## src/rtl/diag_func_seq_pkg.sv

```systemverilog
// Shared types and widths for the EBUS diagnostic-function sequencer.
package diag_func_seq_pkg;

  localparam int DIAG_FUNC_W = 7;
  localparam int EBUS_DATA_W = 36;

  typedef enum logic [2:0] {
    IDLE,
    SETUP,
    STROBE,
    HOLD,
    RESP
  } diag_seq_state_t;

endpackage

```

## src/rtl/diag_func_seq_rr_arb2.sv

```systemverilog
// Two-way round-robin arbiter. The pointer always ends up on the requester
// that was not granted, so a contended pair alternates.
module rr_arb2 (
  input  logic       clk,
  input  logic       rst,
  input  logic       en,
  input  logic [0:1] req,
  output logic [0:1] grant
);

  logic ptr_q;

  always_comb begin
    grant = 2'b00;
    if (en) begin
      if (req[0] && req[1]) begin
        grant[ptr_q] = 1'b1;
      end else begin
        grant = req;
      end
    end
  end

  always_ff @(posedge clk or posedge rst) begin
    if (rst) begin
      ptr_q <= 1'b0;
    end else if (grant[0]) begin
      ptr_q <= 1'b1;
    end else if (grant[1]) begin
      ptr_q <= 1'b0;
    end
  end

endmodule

```

## src/rtl/diag_func_seq.sv

```systemverilog
// Diagnostic-function sequencer: arbitrates two requesters and runs each
// EBUS diagnostic function as a timed setup / strobe / hold cycle.
module diag_func_seq
  import diag_func_seq_pkg::*;
#(
  parameter int unsigned SETUP_CYC  = 2,
  parameter int unsigned STROBE_CYC = 3,
  parameter int unsigned HOLD_CYC   = 1
) (
  input  logic                   clk,
  input  logic                   reset,
  input  logic [0:1]             req_valid,
  output logic [0:1]             req_ready,
  input  logic [0:DIAG_FUNC_W-1] req0_func,
  input  logic [0:EBUS_DATA_W-1] req0_data,
  input  logic [0:DIAG_FUNC_W-1] req1_func,
  input  logic [0:EBUS_DATA_W-1] req1_data,
  output logic                   rsp_valid,
  output logic                   rsp_id,
  output logic [0:EBUS_DATA_W-1] rsp_data,
  output logic [0:DIAG_FUNC_W-1] ebus_ds,
  output logic [0:EBUS_DATA_W-1] ebus_data_out,
  output logic                   ebus_data_oe,
  output logic                   ebus_diag_strobe,
  input  logic [0:EBUS_DATA_W-1] ebus_data_in,
  output logic                   busy
);

  localparam logic [3:0] SETUP_LOAD  = 4'(SETUP_CYC - 1);
  localparam logic [3:0] STROBE_LOAD = 4'(STROBE_CYC - 1);
  localparam logic [3:0] HOLD_LOAD   = (HOLD_CYC == 0) ? 4'd0 : 4'(HOLD_CYC - 1);

  diag_seq_state_t        state_q, state_d;
  logic [3:0]             cnt_q, cnt_d;
  logic [0:1]             ready_q, ready_d;
  logic [0:DIAG_FUNC_W-1] func_q, func_d;
  logic [0:EBUS_DATA_W-1] data_q, data_d;
  logic [0:EBUS_DATA_W-1] rsp_q, rsp_d;
  logic                   id_q, id_d;
  logic                   rd_q, rd_d;
  logic                   arb_en;
  logic [0:1]             grant;
  logic [0:DIAG_FUNC_W-1] sel_func;
  logic [0:EBUS_DATA_W-1] sel_data;
  logic                   active;

  // Arbitrate in IDLE (when no grant is outstanding) and in RESP, so the
  // registered ready lands in the first IDLE cycle after a response.
  assign arb_en = ((state_q == IDLE) && (ready_q == 2'b00)) || (state_q == RESP);

  rr_arb2 u_arb (
    .clk   (clk),
    .rst   (reset),
    .en    (arb_en),
    .req   (req_valid),
    .grant (grant)
  );

  assign sel_func = ready_q[1] ? req1_func : req0_func;
  assign sel_data = ready_q[1] ? req1_data : req0_data;

  always_comb begin
    state_d = state_q;
    cnt_d   = cnt_q;
    ready_d = 2'b00;
    func_d  = func_q;
    data_d  = data_q;
    rsp_d   = rsp_q;
    id_d    = id_q;
    rd_d    = rd_q;
    case (state_q)
      IDLE: begin
        if (ready_q != 2'b00) begin
          func_d  = sel_func;
          data_d  = sel_data;
          id_d    = ready_q[1];
          rd_d    = sel_func[0];
          rsp_d   = '0;
          cnt_d   = SETUP_LOAD;
          state_d = SETUP;
        end else begin
          ready_d = grant;
        end
      end
      SETUP: begin
        if (cnt_q == 4'd0) begin
          cnt_d   = STROBE_LOAD;
          state_d = STROBE;
        end else begin
          cnt_d = cnt_q - 4'd1;
        end
      end
      STROBE: begin
        if (cnt_q == 4'd0) begin
          if (rd_q) begin
            rsp_d = ebus_data_in;
          end
          if (HOLD_CYC == 0) begin
            state_d = RESP;
          end else begin
            cnt_d   = HOLD_LOAD;
            state_d = HOLD;
          end
        end else begin
          cnt_d = cnt_q - 4'd1;
        end
      end
      HOLD: begin
        if (cnt_q == 4'd0) begin
          state_d = RESP;
        end else begin
          cnt_d = cnt_q - 4'd1;
        end
      end
      RESP: begin
        ready_d = grant;
        state_d = IDLE;
      end
      default: state_d = IDLE;
    endcase
  end

  always_ff @(posedge clk or posedge reset) begin
    if (reset) begin
      state_q <= IDLE;
      cnt_q   <= 4'd0;
      ready_q <= 2'b00;
      func_q  <= '0;
      data_q  <= '0;
      rsp_q   <= '0;
      id_q    <= 1'b0;
      rd_q    <= 1'b0;
    end else begin
      state_q <= state_d;
      cnt_q   <= cnt_d;
      ready_q <= ready_d;
      func_q  <= func_d;
      data_q  <= data_d;
      rsp_q   <= rsp_d;
      id_q    <= id_d;
      rd_q    <= rd_d;
    end
  end

  // Bus outputs decode only registered state, so reset clears them at once.
  assign active           = (state_q == SETUP) || (state_q == STROBE) || (state_q == HOLD);
  assign ebus_ds          = active ? func_q : '0;
  assign ebus_data_oe     = active && !rd_q;
  assign ebus_data_out    = (active && !rd_q) ? data_q : '0;
  assign ebus_diag_strobe = (state_q == STROBE);
  assign rsp_valid        = (state_q == RESP);
  assign rsp_id           = id_q;
  assign rsp_data         = rsp_q;
  assign busy             = (state_q != IDLE);
  assign req_ready        = ready_q;

endmodule

```

## config.mk

```make
export PLATFORM = sky130hd
export DESIGN_NAME = diag_func_seq
export DESIGN_NICKNAME = d
export VERILOG_FILES = /design/src/rtl/diag_func_seq_pkg.sv /design/src/rtl/diag_func_seq_rr_arb2.sv /design/src/rtl/diag_func_seq.sv
export SDC_FILE = /design/constraint.sdc
export NUM_CORES = 1
export LEC_CHECK = 0
export CAP_MARGIN = 20
export CORE_ASPECT_RATIO = 2
export CORE_MARGIN = 1.5
export CORE_UTILIZATION = 40
export DETAILED_ROUTE_END_ITERATION = 10
export HOLD_SLACK_MARGIN = 0.08
export MAX_ROUTING_LAYER = met4
export PLACE_DENSITY = 0.86
export SLEW_MARGIN = 25
export SYNTH_ARGS = -nofsm -noshare
export SYNTH_HDL_FRONTEND = slang
export SYNTH_HIERARCHICAL = 1
export SYNTH_SLANG_ARGS = --single-unit
```

## constraint.sdc

```tcl
create_clock -name clk -period 3.5 [get_ports clk]
set_input_delay 0.7 -clock clk [delete_from_list [all_inputs] [get_ports clk]]
set_output_delay 0.7 -clock clk [all_outputs]
set_load 0.02 [all_outputs]
```

=== Word level (Yosys, flattened, before mapping) ===
Cells that the tools add are included.

* Register bits: 91
* Logic and storage cells: 69

* Add/subtract/negate cells: 1
* Magnitude comparators: 2
* Equality and inequality tests: 10
* Mux-type cells: 26
* Bitwise logic cells: 1
* Reduce and logical (&&, ||, !) cells: 20

{| class="wikitable"
|+ Operator list
! operator !! number
|-
| two-way mux 36 bit || 5
|-
| one-hot mux 36 bit (2 select lines) || 1
|-
| two-way mux 4 bit || 4
|-
| one-hot mux 4 bit (4 select lines) || 1
|-
| two-way mux 7 bit || 2
|-
| two-way mux 3 bit || 4
|-
| one-hot mux 3 bit (4 select lines) || 1
|-
| AND reduction 4 bit || 2
|-
| equality test 3 x 2 -> 1 bit (second input constant) || 2
|-
| two-way mux 2 bit || 3
|-
| != test 2 x 1 -> 1 bit (second input constant) || 3
|-
| != test 2 bit (second input constant) || 3
|-
| nonzero test 2 bit || 3
|-
| logical AND 1 bit || 4
|-
| zero test 4 bit || 1
|-
| one-hot mux 2 bit (2 select lines) || 1
|-
| nonzero test 4 bit || 1
|-
| subtractor 4 x 1 -> 4 bit (second input constant) || 1
|-
| equality test 3 x 1 -> 1 bit (second input constant) || 1
|-
| equality test 3 bit (second input constant) || 1
|-
| zero test 3 bit || 1
|-
| logical OR 1 bit || 3
|-
| two-way mux 1 bit || 3
|-
| AND reduction 3 bit || 1
|-
| other kinds (8) || 8
|}

=== Depth between registers and ports, before layout ===
* Word-level depth: 9
* Mapped depth: 7
* Gate-level depth less buffers: 5

=== Hierarchy ===
The synthesis kept the hierarchy.

{| class="wikitable"
|+ By module, submodules not included
! module !! instances !! cells each !! area an instance (µm²) !! seq. area each (µm²)
|-
| diag_func_seq || 1 || 461 || 4589.4 || 2227.1
|-
| rr_arb2 || 1 || 9 || 65.1 || 25.0
|}

=== Worst setup path after synthesis ===
No wires, ideal clock.

* Path type: reg2out
* Start point: register state_q[1]
* End point: output ebus_data_out[1] (netlist name)
* Data arrival time: 1.504 ns
* Slack: 1.296 ns
* Cell stages (with the launch flop): 6
* Path buffers: 2
* Path through: dfrtp_1 clkbuf_2 nor2_1 nor3_2 clkbuf_1 and2_1

* Longest elaborated chain between the ends: 5

{| class="wikitable"
|+ RTL lines
! element !! RTL line !! RTL
|-
| start, declared || diag_func_seq.sv:33 || <nowiki>diag_seq_state_t state_q, state_d;</nowiki>
|-
| start signal, assigned || diag_func_seq.sv:134 || <nowiki>state_q <= state_d;</nowiki>
|-
| equality test 3 x 1 -> 1 bit or equality test 3 x 2 -> 1 bit (tied branches) || diag_func_seq.sv:146 || <nowiki>assign active = (state_q == SETUP) || (state_q == STROBE) || (state_q == HOLD);</nowiki>
|-
| logical OR 1 bit || diag_func_seq.sv:146 ||
|-
| logical OR 1 bit (*) || diag_func_seq.sv:146 ||
|-
| logical AND 1 bit (*) || -- ||
|-
| named net ebus_data_oe || diag_func_seq.sv:23 || <nowiki>output logic ebus_data_oe,</nowiki>
|-
| two-way mux 36 bit (*) || diag_func_seq.sv:149 || <nowiki>assign ebus_data_out = (active && !rd_q) ? data_q : '0;</nowiki>
|-
| end, declared || diag_func_seq.sv:22 || <nowiki>output logic [0:EBUS_DATA_W-1] ebus_data_out,</nowiki>
|}

The timed path passes the listed nets; every way through them passes the cells marked *.

=== Final worst setup path ===
* Start point: register state_q[0]
* End point: output ebus_data_out[24] (netlist name)

* Longest elaborated chain between the ends: 5

{| class="wikitable"
|+ RTL lines
! element !! RTL line
|-
| equality test 3 x 1 -> 1 bit or equality test 3 x 2 -> 1 bit (tied branches) || diag_func_seq.sv:146
|-
| logical OR 1 bit || diag_func_seq.sv:146
|-
| logical OR 1 bit (*) || diag_func_seq.sv:146
|-
| logical AND 1 bit (*) || diag_func_seq.sv:149
|-
| two-way mux 36 bit (*) || diag_func_seq.sv:149
|}

Mark *: on every way between the ends. The rest lies on a longest branch, timed or not.

==> summary.md <==
| Metric | Value |
|---|---|
| Status | `complete, no violations` |
| Sequential area share after synthesis | `between 40% and 50%` |
| # IOs | `212` |
| Via count | `between 4000 and 5000` |
| Setup TNS | `0 ns` |
| Max incr delay on CP | `just over 0.6 ns` |
| Die width | `79.3 um` |
| Grt total ovfl | `0` |
| Total power | `roughly 0.0058 W` |
| Cell count of the worst hold path | `2` |
| Gp weighted congestion | `0.807` |
| Hold Crit Class | `register to register` |
| Die area | `0.0123 mm^2` |
| Slew HR | `approximately 44%` |
| CP Buf/Inv Count | `2` |
| Family with the most delay on the worst path | `buffers and inverters` |
| Pre-CTS WS | `0.482 ns` |
| Number of routed nets with antenna violations | `0` |
| Final number of hold-violating endpoints | `0` |
| Synthesized area | `between 0.004 and 0.005 mm^2` |
| WL/cell | `16.5 um` |
| Final setup vio count | `0` |
| RSZ-0062 raised after global routing | `false` |
| Share of the synthesized area in the top cell type | `48.4%` |
| Cells after synthesis | `470` |
| CP max FO | `21` |
| Required @ worst endpoint | `roughly 2.8 ns` |
| Crit share post-route | `91.0%` |
| Reg clk slew, reported paths | `0.06 ns` |
| Core Footprint | `~0.011 mm^2` |
| Yosys warns | `6` |
| Area Overhead vs Synth | `53.3%` |
| Core Rows | `55` |
| CP arrival | `2.49 ns` |
| Peak supply drop | `0.414 mV` |
| Drt first pass iters | `5` |
| CP Cell Sequence | `nor2_1 > nor3_4 > buf_6 > and2_1 > clkdlybuf4s50_1` |
| Hold_buf cts | `0` |
| Slowest stage cell, crit path | `clkdlybuf4s50_1` |
| Vias in the first global route | `roughly 4400` |
| Initial core utilization | `around two fifths` |
| Net Count, Synth | `598` |
| Share of layout cells above drive strength 1 | `~5.2%` |
| Die Span Y | `between 150 and 200 um` |
| Crit path kind | `register to output pin` |
| First-pass GRT wire length | `about 21000 um` |
| Worst Slack Setup Final | `0.314 ns` |
| H-tree levels | `3` |
| Fmax achieved | `around 310 MHz` |
| Total Wirelength | `between 10000 and 15000 um` |
| Pwr per Cell Area | `811 mW/mm^2` |
| Post-detail-place hpwl | `between 10000 and 15000 um` |
| FF+latch count, synth | `90` |
| Leading area contributor after synthesis | `dfrtp_1` |
| Leakage | `3.15 nW` |
| Critical Path Stages | `5` |
| Clock Sinks | `90` |
| N_diodes | `0` |
| Minimum clock period after layout | `3.19 ns` |
| PortBufs | `approximately 210` |
| Startpoint Class | `register` |
| CTS Buffer Depth | `2` |
| Layout fillers | `between 900 and 1000` |
| Post-cts resize count | `0` |
| Final Max Slew Viols | `0` |
| Initial antenna violation count | `0` |
| Avg Cell Area, Syn | `9.90 um^2` |
| Worst-Skew Late Latency | `~0.33 ns` |
| Worst Reg2Reg Path Length in Cells | `5` |
| Post-route DRC | `0` |
| Gr usage total | `around 22%` |
| Tightest Pin Transition | `0.836 ns` |
| TritonCTS clock tree | `done` |
| CTS Root Cell | `clkbuf_16` |
| Post-CTS Setup Bufs | `0` |
| Via density | `5.22` |
| Synth cell types | `38` |
| Clk_skew | `0.00801 ns` |
| Final nets | `791` |
| DR iter-0 viols | `about 200` |
| CP Capture Type | `output pin` |
| Largest net degree at the start of global routing | `80` |
| CTS Buf Count | `9` |
| Max cap viols | `0` |
| Top post-synthesis cells by area | `dfrtp_1 (48%), mux2i_1 (17%), o21ai_0 (9.1%), and2_1 (6.2%), o21ai_1 (4.3%)` |
[worst min-delay path: stages, from the launching register on]
cell and delay, ns:
dfrtp_1 0.33, o21ai_0 0.07, o21ai_1 0.07
[kinds of logic (layout without fill, tap and decap cells)]
| logic type | after synthesis | count (layout) | share of synthesized area (%) |
|---|---|---|---|
| fa+ha+maj | 2 | 2 | 0.538 |
| flops | 90 | 90 | 48.4 |
| mux | 80 | 80 | 17.2 |
| buf+inv | 84 | 282 | 8.41 |
| xor+xnor | 1 | 1 | 0.188 |
| simple gates | 73 | 73 | 9.49 |
| compound gates | 140 | 140 | 15.8 |
[Yosys cell counts, drive strengths merged]
| master | number |
|---|---|
| a211oi | 1 |
| o21ai | 125 |
| a211o | 1 |
| a31oi | 1 |
| a22o | 1 |
| nor2 | 8 |
| nand3 | 1 |
| ha | 2 |
| and3 | 1 |
| nand2b | 1 |
| mux2i | 80 |
| o21ba | 1 |
| o21a | 1 |
| nor2b | 1 |
| or3 | 1 |
| o31a | 1 |
| buf | 13 |
| inv | 46 |
| or2 | 1 |
| nor4bb | 1 |
| or3b | 1 |
| clkbuf | 25 |
| and2 | 46 |
| a221oi | 1 |
| nand2 | 3 |
| xnor2 | 1 |
| and4bb | 1 |
| nor3 | 5 |
| nor3b | 2 |
| o22ai | 3 |
| dfrtp | 90 |
| a21oi | 4 |
[placed cells by master (no fill, tap or decap), types with 2 or more instances in the layout]
cell             netlist  final
nor3b_1                2      2
and2_1                46     46
nand2_1                3      3
buf_4                  1      7
nor2_1                 8      7
o21ai_0               85     85
clkdlybuf4s50_1        0    211
o21ai_1               40     40
a21oi_1                3      3
inv_1                 46     45
clkinv_2               0      2
nor3_1                 4      4
clkinvlp_4             0      3
ha_1                   2      2
mux2i_1               80     80
dfrtp_1               90     89
o22ai_1                3      3
clkbuf_16              0      9
[per-layer routing]
layer / vias to the layer above / wire [um] / GRT usage [%]
met1: 2045 / 4780 / 22.3
met4: 0 / 354 / 8.52
li1: 1984 / - / -
met5: - / 0 / -
met3: 32 / 769 / 4.33
met2: 167 / 7470 / 41.7
[sequential cells by signal, summed over array words and instances, names as in the netlist]
register and cells:
cnt_q 4, data_q 36, func_q 7, req_ready 2
rsp_data 36, rsp_id 1, state_q 3, u_arb/ptr_q 1
[power by group]
group	leakage, nW	internal, W	switching (W)
Combinational	1.90	0.00143	0.00163
Sequential	1.11	0.00149	0.000272
Clock	0.141	0.000572	0.000400
Total	3.15	0.00349	0.00230
[final timing paths]
kind                       startpoint                 to  slack (ns)
max reg2reg                state_q[2]          data_q[3]        1.15
min reg2reg                data_q[13]         data_q[13]        0.50
min                        data_q[13]         data_q[13]        0.50
max                        state_q[0]  ebus_data_out[24]        0.31
max in group asynchronous       reset          data_q[6]        1.92
min in group asynchronous       reset        u_arb/ptr_q        0.57
[metrics by stage]
| stage | std cells | hold WS, ns | util [%] | cell area (um^2) |
|---|---|---|---|---|
| finish | 810 | 0.504 | 62.9 | 7140 |
| global route | 810 | 0.529 | 62.9 | 7140 |
| CTS | 809 | 0.507 | 62.8 | 7130 |
| detailed placement | 793 | 0.493 | 60.1 | 6820 |
| global placement | 793 | 0.490 | 60.1 | 6820 |
| floorplan | 470 | 0.429 | - | 4650 |
[layout make-up]
type	instances	area (um^2)	area share (%)
Clock inverter	6	66.3	0.929
Timing Repair Buffer	220	2200	30.8
Clock buffer	10	239	3.35
Tap cell	142	178	2.49
Multi-Input combinational cell	296	2030	28.5
Inverter	46	174	2.44
Sequential cell	90	2250	31.6
No activity file was read; power rests on OpenSTA's default activity.
